**src/rtl/spike_rate_meter_if.sv**
```systemverilog
// Bus bundle between a spike source/controller and spike_rate_meter.
//   en         tick strobe (one clk wide), advances windows and ISI timer
//   run        measurement enable
//   spike      neuron spike level
//   rate       spike count of the last completed window
//   rate_valid one-cycle pulse when rate updates
//   rate_ovf   last completed window saturated its count
//   isi        ticks between the two most recent spikes
//   isi_valid  one-cycle pulse when isi updates
//   active     meter is counting
interface spike_rate_meter_if #(
  parameter int unsigned CNT_W = 8,
  parameter int unsigned ISI_W = 16
);
  logic             en;
  logic             run;
  logic             spike;
  logic [CNT_W-1:0] rate;
  logic             rate_valid;
  logic             rate_ovf;
  logic [ISI_W-1:0] isi;
  logic             isi_valid;
  logic             active;

  modport master (
    output en, run, spike,
    input  rate, rate_valid, rate_ovf, isi, isi_valid, active
  );

  modport slave (
    input  en, run, spike,
    output rate, rate_valid, rate_ovf, isi, isi_valid, active
  );
endinterface

```
**src/rtl/spike_rate_meter.sv**
```systemverilog
// Spike rate / inter-spike-interval meter for the LIF neuron output.
// Counts rising edges of `spike` over windows of WINDOW_TICKS `en` ticks and
// measures the number of `en` ticks between consecutive spikes.
// Ports:
//   clk  clock (single domain)
//   rst  synchronous reset, active-high
//   bus  spike_rate_meter_if.slave: en/run/spike in; rate, rate_valid,
//        rate_ovf, isi, isi_valid, active out (all registered)
module spike_rate_meter #(
  parameter int unsigned WINDOW_TICKS = 256,
  parameter int unsigned CNT_W        = 8,
  parameter int unsigned ISI_W        = 16
) (
  input logic               clk,
  input logic               rst,
  spike_rate_meter_if.slave bus
);

  localparam int unsigned       TICK_W    = $clog2(WINDOW_TICKS);
  localparam logic [TICK_W-1:0] TICK_LAST = TICK_W'(WINDOW_TICKS - 1);
  localparam logic [TICK_W-1:0] TICK_ONE  = TICK_W'(1);
  localparam logic [CNT_W-1:0]  CNT_MAX   = '1;
  localparam logic [CNT_W-1:0]  CNT_ONE   = CNT_W'(1);
  localparam logic [ISI_W-1:0]  ISI_MAX   = '1;
  localparam logic [ISI_W-1:0]  ISI_ONE   = ISI_W'(1);

  typedef enum logic {
    IDLE  = 1'b0,
    COUNT = 1'b1
  } state_t;

  state_t            state_q, state_d;
  logic [TICK_W-1:0] tick_q, tick_d;
  logic [CNT_W-1:0]  spk_q, spk_d;
  logic              sat_q, sat_d;
  logic [ISI_W-1:0]  tmr_q, tmr_d;
  logic              seen_q, seen_d;
  logic              spike_q;
  logic [CNT_W-1:0]  rate_q, rate_d;
  logic              rate_valid_q, rate_valid_d;
  logic              rate_ovf_q, rate_ovf_d;
  logic [ISI_W-1:0]  isi_q, isi_d;
  logic              isi_valid_q, isi_valid_d;

  logic spike_edge;
  logic win_close;

  assign spike_edge = bus.spike & ~spike_q;
  assign win_close  = bus.en && (tick_q == TICK_LAST);

  always_ff @(posedge clk) begin
    if (rst) begin
      state_q      <= IDLE;
      tick_q       <= '0;
      spk_q        <= '0;
      sat_q        <= 1'b0;
      tmr_q        <= '0;
      seen_q       <= 1'b0;
      spike_q      <= 1'b0;
      rate_q       <= '0;
      rate_valid_q <= 1'b0;
      rate_ovf_q   <= 1'b0;
      isi_q        <= '0;
      isi_valid_q  <= 1'b0;
    end else begin
      state_q      <= state_d;
      tick_q       <= tick_d;
      spk_q        <= spk_d;
      sat_q        <= sat_d;
      tmr_q        <= tmr_d;
      seen_q       <= seen_d;
      spike_q      <= bus.spike;
      rate_q       <= rate_d;
      rate_valid_q <= rate_valid_d;
      rate_ovf_q   <= rate_ovf_d;
      isi_q        <= isi_d;
      isi_valid_q  <= isi_valid_d;
    end
  end

  always_comb begin
    state_d      = state_q;
    tick_d       = tick_q;
    spk_d        = spk_q;
    sat_d        = sat_q;
    tmr_d        = tmr_q;
    seen_d       = seen_q;
    rate_d       = rate_q;
    rate_valid_d = 1'b0;
    rate_ovf_d   = rate_ovf_q;
    isi_d        = isi_q;
    isi_valid_d  = 1'b0;

    unique case (state_q)
      IDLE: begin
        tick_d = '0;
        spk_d  = '0;
        sat_d  = 1'b0;
        tmr_d  = '0;
        seen_d = 1'b0;
        if (bus.run) state_d = COUNT;
      end

      COUNT: begin
        if (spike_edge) begin
          if (spk_q != CNT_MAX) spk_d = spk_q + CNT_ONE;
          else                  sat_d = 1'b1;
        end

        // The close overrides the increment above: an edge in the closing
        // cycle is folded into the published rate, not the next window.
        if (win_close) begin
          rate_d       = (spike_edge && spk_q != CNT_MAX) ? spk_q + CNT_ONE : spk_q;
          rate_ovf_d   = sat_q | ((spk_q == CNT_MAX) & spike_edge);
          rate_valid_d = 1'b1;
          tick_d       = '0;
          spk_d        = '0;
          sat_d        = 1'b0;
        end else if (bus.en) begin
          tick_d = tick_q + TICK_ONE;
        end

        // ISI: a coincident tick is not added; the pre-increment value is
        // reported and the timer restarts from zero.
        if (spike_edge) begin
          if (seen_q) begin
            isi_d       = tmr_q;
            isi_valid_d = 1'b1;
          end
          tmr_d  = '0;
          seen_d = 1'b1;
        end else if (bus.en && tmr_q != ISI_MAX) begin
          tmr_d = tmr_q + ISI_ONE;
        end

        // Abort discards the partial window and the ISI in flight, but a
        // window closing in this very cycle is still published.
        if (!bus.run) begin
          state_d     = IDLE;
          tick_d      = '0;
          spk_d       = '0;
          sat_d       = 1'b0;
          tmr_d       = '0;
          seen_d      = 1'b0;
          isi_d       = isi_q;
          isi_valid_d = 1'b0;
        end
      end

      default: state_d = IDLE;
    endcase
  end

  assign bus.rate       = rate_q;
  assign bus.rate_valid = rate_valid_q;
  assign bus.rate_ovf   = rate_ovf_q;
  assign bus.isi        = isi_q;
  assign bus.isi_valid  = isi_valid_q;
  assign bus.active     = (state_q == COUNT);

endmodule

```
**src/flat_wrapper.sv**
```systemverilog
// flat-port wrapper written by rule: the top's interface ports become plain ports
module spike_rate_meter_flat 
#(
  parameter int unsigned WINDOW_TICKS = 256,
  parameter int unsigned CNT_W        = 8,
  parameter int unsigned ISI_W        = 16
)
  (clk, rst, bus_en, bus_run, bus_spike, bus_rate, bus_rate_valid, bus_rate_ovf, bus_isi, bus_isi_valid, bus_active);
  spike_rate_meter_if #(.CNT_W(CNT_W), .ISI_W(ISI_W)) bus_i ();
  input logic clk;
  input logic rst;
  input wire logic [$bits(bus_i.en)-1:0] bus_en;
  input wire logic [$bits(bus_i.run)-1:0] bus_run;
  input wire logic [$bits(bus_i.spike)-1:0] bus_spike;
  output wire logic [$bits(bus_i.rate)-1:0] bus_rate;
  output wire logic [$bits(bus_i.rate_valid)-1:0] bus_rate_valid;
  output wire logic [$bits(bus_i.rate_ovf)-1:0] bus_rate_ovf;
  output wire logic [$bits(bus_i.isi)-1:0] bus_isi;
  output wire logic [$bits(bus_i.isi_valid)-1:0] bus_isi_valid;
  output wire logic [$bits(bus_i.active)-1:0] bus_active;
  assign bus_i.en = bus_en;
  assign bus_i.run = bus_run;
  assign bus_i.spike = bus_spike;
  assign bus_rate = bus_i.rate;
  assign bus_rate_valid = bus_i.rate_valid;
  assign bus_rate_ovf = bus_i.rate_ovf;
  assign bus_isi = bus_i.isi;
  assign bus_isi_valid = bus_i.isi_valid;
  assign bus_active = bus_i.active;
  spike_rate_meter #(.WINDOW_TICKS(WINDOW_TICKS), .CNT_W(CNT_W), .ISI_W(ISI_W)) u_core (.clk(clk), .rst(rst), .bus(bus_i));
endmodule
```
**config.mk**
```make
export PLATFORM = sky130hd
export DESIGN_NAME = spike_rate_meter_flat
export DESIGN_NICKNAME = d
export VERILOG_FILES = /design/src/rtl/spike_rate_meter_if.sv /design/src/rtl/spike_rate_meter.sv /design/src/flat_wrapper.sv
export SDC_FILE = /design/constraint.sdc
export NUM_CORES = 1
export LEC_CHECK = 0
export ABC_AREA = 1
export BUFFER_PORTS_ARGS = -buffer_cell sky130_fd_sc_hd__buf_4
export CORE_MARGIN = 5
export CORE_UTILIZATION = 57
export CTS_BUF_LIST = sky130_fd_sc_hd__clkbuf_16
export CTS_CLUSTER_SIZE = 24
export DETAILED_ROUTE_END_ITERATION = 10
export PLACE_DENSITY = 0.81
export REMOVE_ABC_BUFFERS = 1
export SYNTH_ARGS = -nofsm -noshare
export SYNTH_HDL_FRONTEND = slang
export SYNTH_SLANG_ARGS = --single-unit
export TNS_END_PERCENT = 20
```
**constraint.sdc**
```tcl
create_clock -name clk -period 1.8 [get_ports clk]
set_input_delay 0.36 -clock clk [delete_from_list [all_inputs] [get_ports clk]]
set_output_delay 0.36 -clock clk [all_outputs]
set_load 0.02 [all_outputs]
```
==> metrics.md <==
| Metric | Value |
|---|---|
| Skew final | `0.00516 ns` |
| Share of synthesized flip-flops with an asynchronous set or reset | `0%` |
| Buffer cell driving the clock tree root | `sky130_fd_sc_hd__clkbuf_16` |
| Final slew viol count | `0` |
| Portion of the clock cycle consumed by the worst path in the final layout | `93.0%` |
| Final wirelength | `6110 um` |
| Port Buffer Count | `32` |
| Min-delay worst type | `in -> reg` |
| Final critical-path required period | `1.67 ns` |
| Primary FF master, synth | `sky130_fd_sc_hd__dfxtp_1` |
| Final cell utilization of the core | `72.6%` |
| Timing-limited maximum frequency | `597 MHz` |
| Arrival time worst endpoint | `1.89 ns` |
| Required time of the critical path | `2.02 ns` |
| Area of the core region | `4660 um^2` |
| Grt total ovfl | `0` |
| Flop and latch count out of synthesis | `63` |
| Iteration-0 DRC count of the detailed router | `160` |
| Synthesized instance count | `between 300 and 400` |
| Number of enable flip-flop cells after synthesis | `0` |
| Mean post-synth cell area | `7.25 um^2` |
| Worst-skew pair later-pin latency | `0.33 ns` |
| Routability congestion estimate from global placement | `0.876` |
| Clock transition time at the flip-flop clock pins of the worst setup and hold paths | `0.05 ns` |
| Top area cells in the synthesized netlist | `sky130_fd_sc_hd__dfxtp_1, sky130_fd_sc_hd__nand2_1, sky130_fd_sc_hd__nor2_1` |
| Worst Path Class, Setup | `reg -> reg` |
| Outcome | `finished clean` |
| Die Width | `79.1 um` |
| Share of final-layout standard cells stronger than drive strength 1 | `17.4%` |
| Yosys top cell area share | `46.4%` |
| CP startpoint kind | `flop` |
| Clock tree from TritonCTS | `done` |
| Maximum count of clock buffers along a single path | `2` |
| Die ar. | `6250 um^2` |
| Average routed wire per standard cell | `12.8 um` |
| P&R area growth vs syn | `24.6%` |
| Antenna diode count | `0` |
| Post-layout nets | `428` |
| Antenna violations before repair | `0` |
| Router iterations before antenna repair | `5` |
| Worst voltage drop across the vdd grid | `around 760 uV` |
| Clock Sinks | `63` |
| Number of synthesis warnings | `0` |
| Sequential fraction of the synthesis area | `46.4%` |
| Final hold vios | `0` |
| Cell type with the highest aggregate area in the netlist | `sky130_fd_sc_hd__dfxtp_1` |
| Number of distinct standard cells referenced by the synthesized netlist | `31` |
| Setup TNS | `0 ns` |
| Cells along the critical path | `ha_2, nand2_1, nor2_2, nand2_2, o21ai_4, nand2_4, a21oi_1, nor2_1` |
| Slew margin rel. | `69.4%` |
| Number of hold buffers added after CTS | `0` |
| Element type at the critical path end | `flop` |
| Post-DR vias/cell | `between 5 and 6` |
| Count of pins on the block boundary | `33` |
| Max-cap viol count | `0` |
| # H-tree levels | `3` |
| Setup-violating endpoint count in the final report | `0` |
| Wire length of the first global-routing pass | `between 10000 and 15000 um` |
| Largest net degree at the start of global routing | `26` |
| Number of CTS-inserted buffers | `9` |
| Initial core utilization | `58.3%` |
| Synthesized cell area | `2720 um^2` |
| Final routed DRC violation total | `0` |
| Slowest Stage Delay on Critical Path | `slightly below 0.4 ns` |
| GRT Util Overall | `a little over a fifth` |
| Vias in the first global route | `2299` |
| CP max stage cell | `sky130_fd_sc_hd__dfxtp_1` |
| Number of rows created at floorplan | `25` |
| Number of nets still failing antenna checks after routing | `0` |
| Largest fanout on the critical path | `9` |
| Detailed placement HPWL | `4170 um` |
| Cell Pwr Density | `939 nW/um^2` |
| Total via count in the routed design | `2518` |
| Worst-margin pin slew | `0.457 ns` |
| Static power due to leakage | `1.41 nW` |
| Die height | `79.1 um` |
metal layers:
layer	wire (um)	vias to the layer above	track usage, %
li1	-	1309	-
met1	2670	1150	25.0
met2	3070	52	35.0
met3	289	7	7.60
met4	85	0	8.76
met5	0	-	0
worst paths after layout:
check,startpoint,endpoint,cells past startpoint,slack [ns]
min,rst,u_core.tmr_q[4],2,0.25
min reg2reg,u_core.sat_q,u_core.sat_q,2,0.46
max reg2reg,u_core.tmr_q[1],u_core.tmr_q[10],8,0.13
max,u_core.tmr_q[1],u_core.tmr_q[10],8,0.13
cell families after synthesis:
family                     Yosys count  share of synthesized area [%]
and+or+nand+nor                    178                           28.1
AOI/OAI and AO/OA                   75                           14.9
DFF                                 63                           46.4
buffers and inverters               52                           7.96
xor gates and xnor gates             4                           1.29
adders and majority gates            3                           1.38
critical path, delay by kind of cell, from the launching register on:
family / cells / cell delay [ns]
compound gates: 2 / 0.43
fa+ha+maj: 1 / 0.23
simple gates: 5 / 0.52
flops: 1 / 0.39
Yosys cell counts (3+ instances only):
library cell,count
sky130_fd_sc_hd__a21oi_1,37
sky130_fd_sc_hd__clkbuf_1,3
sky130_fd_sc_hd__dfxtp_1,63
sky130_fd_sc_hd__ha_1,3
sky130_fd_sc_hd__inv_1,42
sky130_fd_sc_hd__nand2_1,65
sky130_fd_sc_hd__nand3_1,29
sky130_fd_sc_hd__nor2_1,64
sky130_fd_sc_hd__nor3_1,8
sky130_fd_sc_hd__o21a_1,3
sky130_fd_sc_hd__o21ai_0,30
sky130_fd_sc_hd__xor2_1,3
what timing repair did:
item,CTS,global route
resized for setup,0,6
setup endpoints to repair,0,15
setup buffers,0,2
layout make-up:
class / count / area [um^2]
Fill cell: 367 / 1270
Multi-Input combinational cell: 261 / 1270
Sequential cell: 63 / 1260
Timing Repair Buffer: 42 / 328
Clock buffer: 9 / 225
Inverter: 43 / 161
Clock inverter: 7 / 73.8
Tap cell: 54 / 67.6
stage by stage:
step | total power (W) | cell area (um^2) | hold slack, ns | setup slack, ns | cells
after floorplan | 0.00148 | 2660 | 0.429 | -0.0570 | 366
after global placement | 0.00152 | 3040 | 0.442 | 0.202 | 460
after detailed placement | 0.00152 | 3040 | 0.457 | 0.122 | 460
after CTS | 0.00321 | 3340 | 0.242 | 0.109 | 476
after global routing | 0.00330 | 3390 | 0.248 | -0.00297 | 479
final | 0.00318 | 3390 | 0.248 | 0.126 | 479
registers in the layout (all words and copies together), names as in the netlist:
register,count
u_core.bus.active,1
u_core.bus.isi,16
u_core.bus.isi_valid,1
u_core.bus.rate,8
u_core.bus.rate_ovf,1
u_core.bus.rate_valid,1
u_core.sat_q,1
u_core.seen_q,1
u_core.spike_q,1
u_core.spk_q,8
u_core.tick_q,8
u_core.tmr_q,16
placed cells by master, fill, tap and decap left out, types with 4 or more instances in the layout:
cell type	n
sky130_fd_sc_hd__a21oi_1	37
sky130_fd_sc_hd__nand2_1	64
sky130_fd_sc_hd__buf_4	41
sky130_fd_sc_hd__o21ai_0	30
sky130_fd_sc_hd__inv_1	42
sky130_fd_sc_hd__clkbuf_16	9
sky130_fd_sc_hd__dfxtp_1	63
sky130_fd_sc_hd__nand3_1	28
sky130_fd_sc_hd__clkinvlp_4	4
sky130_fd_sc_hd__nor3_1	7
sky130_fd_sc_hd__nor2_1	63
report_power, final:
group	total, W	switching, W	internal (W)
clock network	0.00168	0.000615	0.00107
registers	0.00140	0.00000385	0.00140
logic	0.0000914	0.0000613	0.0000302
total	0.00318	0.000680	0.00250
No activity file was read; power rests on OpenSTA's default activity.
